**config.mk**
```make
export PLATFORM = sky130hd
export DESIGN_NAME = ddc_ctrl
export DESIGN_NICKNAME = d
export VERILOG_FILES = /design/src/rtl/ddc_ctrl.sv
export SDC_FILE = /design/constraint.sdc
export NUM_CORES = 1
export LEC_CHECK = 0
export BUFFER_PORTS_ARGS = -buffer_cell sky130_fd_sc_hd__clkbuf_2
export CAP_MARGIN = 25
export CELL_PAD_IN_SITES_DETAIL_PLACEMENT = 1
export CELL_PAD_IN_SITES_GLOBAL_PLACEMENT = 1
export CORE_MARGIN = 4
export CORE_UTILIZATION = 58
export DETAILED_ROUTE_END_ITERATION = 10
export PLACE_DENSITY = 0.94
export SLEW_MARGIN = 25
export SYNTH_ARGS = -nofsm -noshare
export SYNTH_HDL_FRONTEND = slang
export SYNTH_SLANG_ARGS = --single-unit
```
**constraint.sdc**
```tcl
create_clock -name clk -period 6.45 [get_ports clk]
set_clock_uncertainty 0.1 [all_clocks]
set_input_delay 1.935 -clock clk [delete_from_list [all_inputs] [get_ports clk]]
set_output_delay 1.935 -clock clk [all_outputs]
set_load 0.01 [all_outputs]
```
**src/rtl/ddc_ctrl.sv**
```systemverilog
// ddc_ctrl: frame-aligned DDC reconfiguration (flush + settle) and ping-pong I/Q frame capture with valid/ready replay.
// out_valid 1 cycle after frame end; out_ready low holds words, a frame arriving with both banks full is dropped; DDC_CTRL_DROP_CNT_EN builds drop_cnt.
module ddc_ctrl #(
  parameter int nadc          = 8,
  parameter int rw            = 20,
  parameter int pcw           = 13,
  parameter int flush_cyc     = 16,
  parameter int settle_frames = 2
) (
  input  logic                 clk,
  input  logic                 reset,
  input  logic [pcw-1:0]       cfg_period,
  input  logic [3:0]           cfg_shift,
  input  logic                 cfg_we,
  output logic                 cfg_busy,
  output logic [pcw-1:0]       ddc_period,
  output logic [3:0]           ddc_shift,
  output logic                 ddc_reset,
  input  logic signed [rw-1:0] iq_in,
  input  logic                 iq_stb,
  output logic [rw-1:0]        out_data,
  output logic                 out_valid,
  input  logic                 out_ready,
  output logic                 out_last,
  output logic [15:0]          drop_cnt,
  output logic                 err_frame
);
  localparam int NW  = 2 * nadc;
  localparam int WCW = $clog2(NW + 2);
  localparam int RIW = $clog2(NW);
  localparam int FCW = $clog2(flush_cyc + 1);
  localparam int SCW = $clog2(settle_frames + 2);

  typedef enum logic [1:0] {S_RUN, S_WAIT_EOF, S_FLUSH, S_SETTLE} state_t;

  state_t         state, state_nx;
  logic           cfg_acc;
  logic [FCW-1:0] fcnt;
  logic [SCW-1:0] scnt;
  logic [pcw-1:0] pend_period;
  logic [3:0]     pend_shift;

  logic [WCW-1:0] wc;
  logic           stb_q, cap_ok, room;
  logic           start, room_now, fall, frame_done, frame_bad, keep;
  logic           wsel, rd_full, wr_full;
  logic [RIW-1:0] rd_idx;
  logic           last_hs, rd_free;
  logic [rw-1:0]  mem [2][NW];

  assign start      = iq_stb & ~stb_q;
  assign room_now   = start ? ~wr_full : room;
  assign fall       = stb_q & ~iq_stb;
  assign frame_done = fall && (wc == WCW'(NW));
  assign frame_bad  = fall && (wc != WCW'(NW));
  assign keep       = frame_done & cap_ok;

  assign cfg_busy  = (state != S_RUN);
  assign ddc_reset = (state == S_FLUSH);

  always_comb begin
    state_nx = state;
    cfg_acc  = 1'b0;
    case (state)
      S_RUN: begin
        if (cfg_we) begin
          cfg_acc  = 1'b1;
          state_nx = S_WAIT_EOF;
        end
      end
      S_WAIT_EOF: if (!iq_stb) state_nx = S_FLUSH;
      S_FLUSH: begin
        if (fcnt == FCW'(flush_cyc - 1))
          state_nx = (settle_frames == 0) ? S_RUN : S_SETTLE;
      end
      S_SETTLE: begin
        if (settle_frames == 0 || (frame_done && scnt == SCW'(settle_frames - 1)))
          state_nx = S_RUN;
      end
      default: state_nx = S_FLUSH;
    endcase
  end

  always_ff @(posedge clk) begin
    if (reset) begin
      state       <= S_FLUSH;
      fcnt        <= '0;
      scnt        <= '0;
      pend_period <= pcw'(33);
      pend_shift  <= 4'd7;
      ddc_period  <= pcw'(33);
      ddc_shift   <= 4'd7;
    end else begin
      state <= state_nx;
      if (cfg_acc) begin
        pend_period <= cfg_period;
        pend_shift  <= cfg_shift;
      end
      // new settings reach the DDC on the same edge that raises ddc_reset
      if (state != S_FLUSH && state_nx == S_FLUSH) begin
        ddc_period <= pend_period;
        ddc_shift  <= pend_shift;
      end
      fcnt <= (state == S_FLUSH) ? fcnt + 1'b1 : '0;
      if (state != S_SETTLE)
        scnt <= '0;
      else if (frame_done)
        scnt <= scnt + 1'b1;
    end
  end

  always_ff @(posedge clk) begin
    if (reset) begin
      wc        <= '0;
      stb_q     <= 1'b0;
      cap_ok    <= 1'b0;
      room      <= 1'b0;
      err_frame <= 1'b0;
    end else begin
      stb_q <= iq_stb;
      if (!iq_stb)
        wc <= '0;
      else if (wc != WCW'(NW + 1))
        wc <= wc + 1'b1;
      if (start) begin
        cap_ok <= (state == S_RUN) || (state == S_WAIT_EOF);
        room   <= ~wr_full;
      end
      if (frame_bad)
        err_frame <= 1'b1;
    end
  end

  // a frame that starts with the write bank occupied is never written, so the held frame survives
  always_ff @(posedge clk) begin
    if (iq_stb && room_now && (wc < WCW'(NW)))
      mem[wsel][wc[RIW-1:0]] <= iq_in;
  end

  assign out_valid = rd_full;
  assign out_last  = rd_full && (rd_idx == RIW'(NW - 1));
  assign out_data  = rd_full ? mem[~wsel][rd_idx] : '0;
  assign last_hs   = out_valid & out_ready & out_last;
  assign rd_free   = ~rd_full | last_hs;

  always_ff @(posedge clk) begin
    if (reset) begin
      wsel    <= 1'b0;
      rd_full <= 1'b0;
      wr_full <= 1'b0;
      rd_idx  <= '0;
    end else begin
      if (out_valid && out_ready)
        rd_idx <= out_last ? '0 : rd_idx + 1'b1;
      if (keep && room && rd_free) begin
        wsel    <= ~wsel;
        rd_full <= 1'b1;
      end else if (last_hs && wr_full) begin
        wsel    <= ~wsel;
        wr_full <= 1'b0;
      end else if (last_hs) begin
        rd_full <= 1'b0;
      end else if (keep && room) begin
        wr_full <= 1'b1;
      end
    end
  end

`ifdef DDC_CTRL_DROP_CNT_EN
  always_ff @(posedge clk) begin
    if (reset)
      drop_cnt <= '0;
    else if (keep && !room && drop_cnt != 16'hFFFF)
      drop_cnt <= drop_cnt + 1'b1;
  end
`else
  assign drop_cnt = '0;
`endif

endmodule

```
==> flow_summary.ini <==
[outcome]
status = finished clean

[place]
dpl.hpwl_um = 42260
routabilityCongestion = 0.7989
io_buffers = 83

[global_routing]
antenna_found_initial = 0
grt_pass1_wl_um = 115800
grt_overflow_total = 0
grt_pass1_vias = 15846
grt_start_max_net_pins = 51
grt_usage = 0.3191

[detailed_routing]
via_count = 15159
first_pass_iters = 5
via_per_inst = 7.044
ant_nets = 0
post_drt_wl_per_cell_um = 36.79
drt_wl_total_um = 79180
drt_iter0_markers = 2532
drc = 0

[logic_synthesis]
ys_seq_area_frac = 0.7478
ys_seq_elements = 699
synth_area_leaders = edfxtp_1 (70%), mux4_2 (7.2%), mux4_1 (5.1%), dfxtp_1 (4.3%), mux2_2 (1.7%)
async_reset_ff_frac = 0
synth_top_area_cell = edfxtp_1
synth_warnings = 0
synth_cells = 1380
synth_edf_count = 640
synth_flop_cell = edfxtp_1
netlist_area_um2 = 27280
syn_avg_cell_area_um2 = 19.77
netlist.area_leader.share = 0.7045
yosysUniqueCellTypes = 48

[setup_path]
crit_path_start_kind = flop
cp.buffers_inverters = 2
crit_type = flop to output port
critical-path-top-delay-family = buffers and inverters
rr_worst_depth = 4
cp_num_cells = 5
worstPathRequired_ns = 4.41
cp_max_fo = 44
worstPathCellList = clkinv_2 > nor2_1 > a22oi_1 > a31oi_1 > clkbuf_2
slowest_stage = clkinv_2
arrival_ns = 3.93
cpPeakStageDelay_ns = 0.92
critPathCaptureType = output port

[layout]
multi_input_area_um2 = 6405
fillers = 3719
final_core_util = 0.6569
area_delta_synth_final_pct = 12.10
final_cell_mix = edfxtp_1 (640), nand2_1 (95), mux4_2 (87), clkbuf_2 (83), clkbuf_16 (71)
layout.area.seq_um2 = 20410
final_common_cell = edfxtp_1
diodes = 0
fin_nets = 1548
drive_gt1_frac = 0.2505

[floorplanning]
io_pins = 100
die-area_um2 = 50570
die_h_um = 224.9
die_width_um = 224.9
core_um2 = 46560
row_count = 79
initial_utilization = 0.5859

[clock_network]
post-cts-setup-buffers = 0
cts_hold_buf = 0
htreeDepth = 3
cts_sinks = 699
clk_root_buffer_cell = clkbuf_16
clk-insertion-delay-late_ns = 0.60
clk_path_buf_depth = 3
post_cts_resized = 0
cts_tree = built
clkSlewWorstSetupHoldPaths_ns = 0.07
cts_buffers = 68

[timing]
finalCritPeriodShare = 0.9255
rsz0062_at_grt = false
whs_ns = 0.3666
fin_crit_ns = 5.970
drv_slew = 0
fmax_mhz = 167.5
fin_setup_tns_ns = 0
slew_headroom = 0.2880
worstMarginPinSlew_ns = 1.068
setup_viol = 0
final-hold-violation-count = 0

[min_path]
worstHoldPathType = flop to flop
hold_depth = 2

[power_and_ir_drop]
powerDensity_nw_per_um2 = 297.5
power_leakage_nw = 9.615
vdd_ir_drop_max_uv = 320.0

[flow_run]
cap_violations = 0
worst min-delay path: cells and delay by family, from the launching register on:
family,cells,cell delay [ns]
flip-flops,1,0.31
AO/OA/AOI/OAI,1,0.05
AND/OR/NAND/NOR,1,0.06
synth_stat cells (3+ instances only):
master     instances
edfxtp_1         640
nand2_1           95
mux4_2            87
dfxtp_1           59
nor2_1            58
mux4_1            53
mux2i_1           42
mux2_2            41
buf_4             30
a21oi_1           29
clkbuf_1          28
a31oi_1           21
a22oi_1           20
buf_2             20
o221ai_1          20
buf_6             14
nand3b_1          14
a221oi_1          13
o21ai_0           13
inv_1             11
nand3_1            9
ha_1               8
o2111ai_1          7
a211oi_1           5
nor2b_1            4
xnor2_1            4
xor2_1             4
nand2b_1           3
nor3_1             3
o21ai_1            3
layout make-up:
cell class	instances	share of cell area
flip-flops and latches	699	0.6675
multi-input cells	591	0.2094
inverters	12	0.001514
repair buffers	126	0.02578
clock inverters	29	0.01031
clock buffers	88	0.06064
well taps	607	0.02484
path summary, 6_finish.rpt:
path,startpoint,to,slack (ns)
setup reg to reg,wsel$_SDFFE_PP0P_,mem[1][249]$_DFFE_PP_,2.91
hold reg to reg,pend_period[7]$_SDFFE_PP0P_,ddc_period[7]$_SDFFE_PP0P_,0.37
setup / recovery,wsel$_SDFFE_PP0P_,out_data[7],0.48
hold / removal,pend_period[7]$_SDFFE_PP0P_,ddc_period[7]$_SDFFE_PP0P_,0.37
per-layer routing:
metal	GRT usage	share of wire	vias up
li1	-	-	5840
met1	0.4258	0.35	7787
met2	0.5170	0.49	1255
met3	0.07035	0.11	277
met4	0.1383	0.049	0
met5	0	0	-
flip-flops by register name, indices dropped and copies added (netlist names):
name / cells
out_valid: 1
state: 2
wc: 5
cap_ok: 1
err_frame: 1
fcnt: 5
scnt: 2
rd_idx: 4
pend_period: 13
wsel: 1
stb_q: 1
ddc_period: 13
wr_full: 1
ddc_shift: 4
pend_shift: 4
mem: 640
room: 1
stage by stage:
stage               instance area [µm²]  setup WS, ns  std cells  total power (W)
finish                            30580        0.4803       2152         0.009099
global route                      30580        0.3883       2152         0.009343
CTS                               30580        0.4613       2152         0.009118
detailed placement                28410         1.368       2035         0.005184
global placement                  28400         1.551       2035         0.005165
floorplan                         27340         2.509       1395         0.005096
logic make-up after synthesis:
logic type / count (synthesis) / synth area share
adders and majority gates: 8 / 0.003670
other: 1 / 0.0001375
DFF: 699 / 0.7478
AOI/OAI and AO/OA: 135 / 0.03403
buffers and inverters: 105 / 0.02353
muxes: 223 / 0.1552
xor gates and xnor gates: 8 / 0.002568
and+or+nand+nor: 201 / 0.03302
report_power, final:
| part | internal (W) | switching [W] | total [W] |
|---|---|---|---|
| combinational | 0.0000203 | 0.000112 | 0.000132 |
| sequential | 0.00496 | 0.00000909 | 0.00497 |
| clock | 0.00231 | 0.00170 | 0.00400 |
| total | 0.00728 | 0.00182 | 0.00910 |
No activity file was read; power rests on OpenSTA's default activity.
